<file path="src/rtl/char_buffer_pkg.sv">
// Shared constants, state encoding and glyph generator for the character text buffer.
package char_buffer_pkg;

  localparam int GRID_COLS = 16;
  localparam int GRID_ROWS = 16;
  localparam int FONT_ROWS = 16;

  localparam logic [7:0] CODE_BS   = 8'h08;
  localparam logic [7:0] CODE_LF   = 8'h0A;
  localparam logic [7:0] CODE_FF   = 8'h0C;
  localparam logic [7:0] CODE_CR   = 8'h0D;
  localparam logic [7:0] PRINT_MIN = 8'h20;
  localparam logic [7:0] PRINT_MAX = 8'h7E;

  typedef enum logic {
    ST_CLEAR = 1'b0,
    ST_IDLE  = 1'b1
  } buf_state_t;

  // Glyph row generator standing in for the 8x16 font table; space is always empty.
  function automatic logic [7:0] font_row(input logic [6:0] code, input logic [3:0] line);
    if (code == 7'h20) return 8'h00;
    return {code, 1'b1} ^ {line, line};
  endfunction

endpackage

</file>
<file path="src/rtl/char_text_buffer_font_rom.sv">
// 8x16 font ROM: 11-bit {code, line} address, one registered pixel row per cycle.
module font_rom
  import char_buffer_pkg::*;
(
  input  logic        clk_in,
  input  logic        rst_n,
  input  logic [10:0] addr,
  output logic [7:0]  data
);

  logic [7:0] data_reg;

  always_ff @(posedge clk_in or negedge rst_n) begin
    if (!rst_n) begin
      data_reg <= '0;
    end else begin
      data_reg <= font_row(addr[10:4], addr[3:0]);
    end
  end

  assign data = data_reg;

endmodule

</file>
<file path="src/rtl/char_text_buffer.sv">
// 16x16 character buffer: byte-stream writer with cursor control and a 2-cycle font lookup path.
module char_text_buffer
  import char_buffer_pkg::*;
#(
  parameter logic [6:0] BLANK_CODE = 7'h20,
  parameter bit         INIT_CLEAR = 1'b1
) (
  input  logic       clk_in,
  input  logic       rst_n,
  input  logic [7:0] char_xy,
  input  logic [3:0] char_line,
  output logic [7:0] char_pixels,
  input  logic       wr_valid,
  input  logic [7:0] wr_data,
  output logic       wr_ready,
  output logic [3:0] cursor_x,
  output logic [3:0] cursor_y,
  output logic       busy
);

  logic [6:0] char_ram [GRID_COLS*GRID_ROWS];

  buf_state_t state_reg, state_next;
  logic [7:0] clr_addr_reg, clr_addr_next;
  logic [3:0] cursor_x_reg, cursor_x_next;
  logic [3:0] cursor_y_reg, cursor_y_next;
  logic       wr_ready_reg, busy_reg;
  logic       accept;
  logic       ram_we;
  logic [7:0] ram_waddr;
  logic [6:0] ram_wdata;
  logic [6:0] code_reg;
  logic [3:0] line_reg;

  assign accept = wr_valid && wr_ready_reg && (state_reg == ST_IDLE);

  always_comb begin
    state_next    = state_reg;
    clr_addr_next = clr_addr_reg;
    cursor_x_next = cursor_x_reg;
    cursor_y_next = cursor_y_reg;
    ram_we        = 1'b0;
    ram_waddr     = clr_addr_reg;
    ram_wdata     = BLANK_CODE;
    case (state_reg)
      ST_CLEAR: begin
        ram_we        = 1'b1;
        clr_addr_next = clr_addr_reg + 8'd1;
        if (clr_addr_reg == 8'hFF) begin
          state_next    = ST_IDLE;
          cursor_x_next = 4'd0;
          cursor_y_next = 4'd0;
        end
      end
      ST_IDLE: begin
        if (accept) begin
          if (wr_data >= PRINT_MIN && wr_data <= PRINT_MAX) begin
            ram_we        = 1'b1;
            ram_waddr     = {cursor_y_reg, cursor_x_reg};
            ram_wdata     = wr_data[6:0];
            cursor_x_next = cursor_x_reg + 4'd1;
            if (cursor_x_reg == 4'hF) cursor_y_next = cursor_y_reg + 4'd1;
          end else begin
            case (wr_data)
              CODE_CR: cursor_x_next = 4'd0;
              CODE_LF: cursor_y_next = cursor_y_reg + 4'd1;
              CODE_BS: begin
                if (cursor_x_reg != 4'd0) begin
                  cursor_x_next = cursor_x_reg - 4'd1;
                  ram_we        = 1'b1;
                  ram_waddr     = {cursor_y_reg, cursor_x_reg - 4'd1};
                end
              end
              CODE_FF: begin
                state_next    = ST_CLEAR;
                clr_addr_next = 8'd0;
              end
              default: ;
            endcase
          end
        end
      end
      default: state_next = ST_IDLE;
    endcase
  end

  // Handshake and busy flags are registered from the next state so they flip with it.
  always_ff @(posedge clk_in or negedge rst_n) begin
    if (!rst_n) begin
      state_reg    <= INIT_CLEAR ? ST_CLEAR : ST_IDLE;
      clr_addr_reg <= 8'd0;
      cursor_x_reg <= 4'd0;
      cursor_y_reg <= 4'd0;
      wr_ready_reg <= 1'b0;
      busy_reg     <= INIT_CLEAR;
    end else begin
      state_reg    <= state_next;
      clr_addr_reg <= clr_addr_next;
      cursor_x_reg <= cursor_x_next;
      cursor_y_reg <= cursor_y_next;
      wr_ready_reg <= (state_next == ST_IDLE);
      busy_reg     <= (state_next == ST_CLEAR);
    end
  end

  always_ff @(posedge clk_in) begin
    if (ram_we) char_ram[ram_waddr] <= ram_wdata;
  end

  // Read-first: a same-cycle write to the looked-up cell returns the previous code.
  always_ff @(posedge clk_in or negedge rst_n) begin
    if (!rst_n) begin
      code_reg <= '0;
      line_reg <= '0;
    end else begin
      code_reg <= char_ram[char_xy];
      line_reg <= char_line;
    end
  end

  font_rom u_font_rom (
    .clk_in (clk_in),
    .rst_n  (rst_n),
    .addr   ({code_reg, line_reg}),
    .data   (char_pixels)
  );

  assign wr_ready = wr_ready_reg;
  assign busy     = busy_reg;
  assign cursor_x = cursor_x_reg;
  assign cursor_y = cursor_y_reg;

endmodule
</file>
<file path="config.mk">
export PLATFORM = sky130hd
export DESIGN_NAME = char_text_buffer
export DESIGN_NICKNAME = d
export VERILOG_FILES = /design/src/rtl/char_buffer_pkg.sv /design/src/rtl/char_text_buffer_font_rom.sv /design/src/rtl/char_text_buffer.sv
export SDC_FILE = /design/constraint.sdc
export NUM_CORES = 2
export LEC_CHECK = 0
export BUFFER_PORTS_ARGS = -buffer_cell sky130_fd_sc_hd__buf_2
export CAP_MARGIN = 20
export CORE_UTILIZATION = 40
export CTS_BUF_LIST = sky130_fd_sc_hd__clkbuf_16
export CTS_CLUSTER_SIZE = 24
export DETAILED_ROUTE_END_ITERATION = 8
export HOLD_SLACK_MARGIN = 0.02
export PLACE_DENSITY = 0.57
export SLEW_MARGIN = 30
export SYNTH_ARGS = -nofsm -noshare
export SYNTH_HDL_FRONTEND = slang
export SYNTH_SLANG_ARGS = --single-unit
export TNS_END_PERCENT = 1
</file>
<file path="constraint.sdc">
create_clock -name clk_in -period 8.3 [get_ports clk_in]
set_input_delay 0.415 -clock clk_in [delete_from_list [all_inputs] [get_ports clk_in]]
set_output_delay 0.415 -clock clk_in [all_outputs]
set_load 0.01 [all_outputs]
</file>
==> results.txt <==
Result of the run: complete, no violations
Share of the cycle needed by the critical path after routing: 0.573
Yosys Warn Count: 0
Unrepaired setup endpoints after global routing: false
Num CTS Buffers: 186
Post-detail-place hpwl: 113000 um
HP Class: input port to asynchronous set/reset pin
Largest incremental delay on the critical path: 940 ps
Clock Tree Buf Depth: 3
Average via count per standard cell: 5.84
Placer Congestion: 0.850
Std-Cell Core Area: 0.179 sq mm
Number of enable-type register cells in the synthesized netlist: 1792
Sink count of the clock tree: 1829
Quantity of I/O buffers inserted on ports: 40
Slowest cell on the critical path: nor3_1
Buffers inserted during post-CTS setup optimization: 0
Detailed-router iteration count before antenna repair: 5
Multi-input gate area: 0.0167 sq mm
Worst-Margin Slew: 1090 ps
Maximum clock skew at final layout: 29.2 ps
Maximum level of the CTS H-tree: 4
Clk_lat worst skew: 840 ps
Post-placement cell area: 0.0752 sq mm
Clock-pin slew of the registers on the worst-case setup and hold paths: 60 ps
Tot GR Track Use: 0.210
Signal arrival time at the worst endpoint: 5190 ps
Setup crit end kind: flop
Max transition margin: 0.275
Endpoints failing hold: 0
Number of global-route vias before repair: 36700
Antenna violations before repair: 3
Power per Cell Area: 247 mW/mm^2
Share of synthesized flip-flops with an asynchronous set or reset: 0.0202
Ports placed on the boundary: 41
Max Fclk: 0.210 GHz
Fraction of layout cells with a size suffix above 1: 0.248
Floorplan die area: 0.182 sq mm
Register bit total from synthesis: 1829
Power after layout: 20.2 mW
Part of the Yosys area used for sequential elements: 0.759
Pin count of the biggest net entering global routing: 188
Peak supply drop: 0.000205 V
Slack of the worst reg-to-reg path: 3540 ps
Instance count after placement with tap cells included: 5864
Setup slack at placement: 3570 ps
Total DRC errors in the routed layout: 0
Number of rows created at floorplan: 155
Setup Crit Path Kind: flop to flop
Maximum fanout along the worst path: 47
Setup slack of the critical path after layout: 3540 ps
Static Leakage: 25.6 nW
Number of DRC markers in iteration 0: 3785
Area overhead of the layout relative to synthesis: 13.2%
Max cap viols: 0
Primary flip-flop cell chosen by synthesis mapping: edfxtp_1
Setup_tns: 0 ps
Fill cells: 15000
Root Driver: clkbuf_16
Wire length per cell: 30.5 um
Die width: 427 um
Storage element area: 0.0547 sq mm
Final #Nets: 3734
Final setup violation count: 0
Hold WS: 126 ps
Critical Path Start Type: flop
First-pass GRT wire length: 272000 um
Area of the mapped netlist: 0.0721 sq mm
Cell-by-cell trace of the critical path: clkinv_1 > ha_1 > or3b_1 > and4_4 > o21ai_0 > nand2_1 > nand3b_4 > buf_4 > nor3_1
Vias: 36400
Post-Syn Instances: 3597
Post-synthesis cell type count: 81
Flip-flop count of the largest register after layout: 1792
Post-route cell area: 0.0816 sq mm
Total detailed-routing wirelength: 190000 um
Initial standard-cell utilization of the core: 0.403
Leftover overflow at the end of global routing: 0
Vert. Die Dim: 427 um
TritonCTS clock tree: done
Min Clock Period, post-route: 4760 ps
Post-route ant nets: 0
Worst path required time: 8730 ps
Post-route non-filler standard cell count: 6230
Final slew viol count: 0
Core Util, Final: 0.456
Mapped Nets: 3624
Mean area per synthesized cell: 20.0 sq um
metal layers:
metal	global-route usage	up-vias	wire (um)
li1	-	15300	-
met1	0.284	19400	78800
met2	0.345	1391	94100
met3	0.0329	302	11200
met4	0.0753	0	6130
met5	0	-	0
cells in the mapped netlist (5+ instances only):
| library cell | count | share of area |
|---|---|---|
| nor3_1 | 162 | 0.011 |
| a22o_1 | 14 | 0.0017 |
| nand3_1 | 30 | 0.0021 |
| o21ai_2 | 7 | 0.00085 |
| edfxtp_1 | 1792 | 0.75 |
| buf_6 | 8 | 0.0012 |
| mux4_2 | 396 | 0.12 |
| nor4_1 | 11 | 0.00095 |
| mux2i_1 | 138 | 0.019 |
| buf_4 | 17 | 0.0018 |
| inv_1 | 12 | 0.00062 |
| a32o_1 | 6 | 0.00083 |
| buf_2 | 78 | 0.0054 |
| xnor2_1 | 8 | 0.00097 |
| a21oi_1 | 54 | 0.0037 |
| or4_1 | 5 | 0.00052 |
| o21ai_1 | 9 | 0.00062 |
| o221ai_1 | 35 | 0.0043 |
| or3_1 | 8 | 0.00069 |
| a211oi_1 | 22 | 0.0023 |
| nor2b_1 | 15 | 0.0013 |
| o22ai_1 | 51 | 0.0044 |
| nor2_1 | 190 | 0.0099 |
| clkbuf_1 | 91 | 0.0047 |
| mux2_2 | 28 | 0.0044 |
| dfrtp_1 | 36 | 0.012 |
| nand2_1 | 87 | 0.0045 |
| a22oi_1 | 57 | 0.0059 |
| a31oi_1 | 12 | 0.0010 |
| nand4_1 | 14 | 0.0012 |
| nand2b_1 | 10 | 0.00087 |
| clkinv_1 | 5 | 0.00026 |
| a221oi_1 | 7 | 0.00085 |
| o221a_2 | 6 | 0.00094 |
| o41ai_1 | 6 | 0.00073 |
| and3_1 | 18 | 0.0016 |
| and2_1 | 23 | 0.0020 |
| buf_1 | 16 | 0.00083 |
| o21ai_0 | 46 | 0.0032 |
path summary, 6_finish.rpt:
kind,startpoint,end,depth (start not counted)
setup / recovery,cursor_x[0],char_ram[149][4],9
setup reg to reg,cursor_x[0],char_ram[149][4],9
min in group clk_in,wr_data[2],clr_addr_reg[2],3
hold / removal,rst_n,cursor_y[2],2
hold reg to reg,line_reg[0],u_font_rom.data[0],1
max in group asynchronous,rst_n,u_font_rom.data[1],2
layout by cell type, fill, tap and decap left out, types with 9 or more instances in the layout:
master and count:
edfxtp_1 1792, mux4_2 396, clkbuf_16 189, nor2_1 180, mux2i_1 138, nor3_1 92
nand2_1 83, buf_4 75, nor3_2 70, a22oi_1 57, a21oi_1 54, o22ai_1 51
clkinv_2 48, clkinv_1 46, o21ai_0 46, inv_1 41, dfrtp_1 36, buf_2 36
o221ai_1 35, nand3_1 30, mux2_2 28, a211oi_1 22, and2_1 18, and3_1 18
bufinv_16 16, nor2b_1 14, a22o_1 14, nand4_1 14, a31oi_1 12, nor2_2 11
nor4_1 11, diode_2 10, nand2b_1 9, o21ai_2 9, clkinvlp_4 9
critical path: cells and delay by family (launching register included):
family / cells / cell delay (ps)
AOI/OAI and AO/OA: 1 / 140
adders and majority gates: 1 / 320
buffers and inverters: 2 / 760
and+or+nand+nor: 5 / 2590
DFF: 1 / 450
kinds of logic after synthesis:
group,after synthesis,share of synthesized area
flip-flops,1829,0.759
adder cells (fa/ha/maj),4,0.000694
AND/OR/NAND/NOR,599,0.0405
buffers and inverters,227,0.0149
XOR/XNOR,12,0.00146
multiplexers,562,0.147
AO/OA/AOI/OAI,364,0.0360
final cells by class:
type	instances	area share
inverter	17	0.000813
sequential	1829	0.671
clock inverter	157	0.0154
antenna	10	0.000307
clock buffer	189	0.0580
timing repair buffer	132	0.0137
tap	2355	0.0361
multi-input combinational	1541	0.205
power by group:
part | internal, mW | switching [mW] | leakage (nW)
Clock | 4.64 | 3.57 | 3.05
Sequential | 10.2 | 0.0841 | 16.8
Combinational | 0.438 | 1.28 | 5.69
what timing repair did:
action	4_1_cts	5_1_grt
gates resized for setup	0	0
hold buffers	5	0
hold endpoints to repair	41	0
Power figures use the tool's default switching activity.
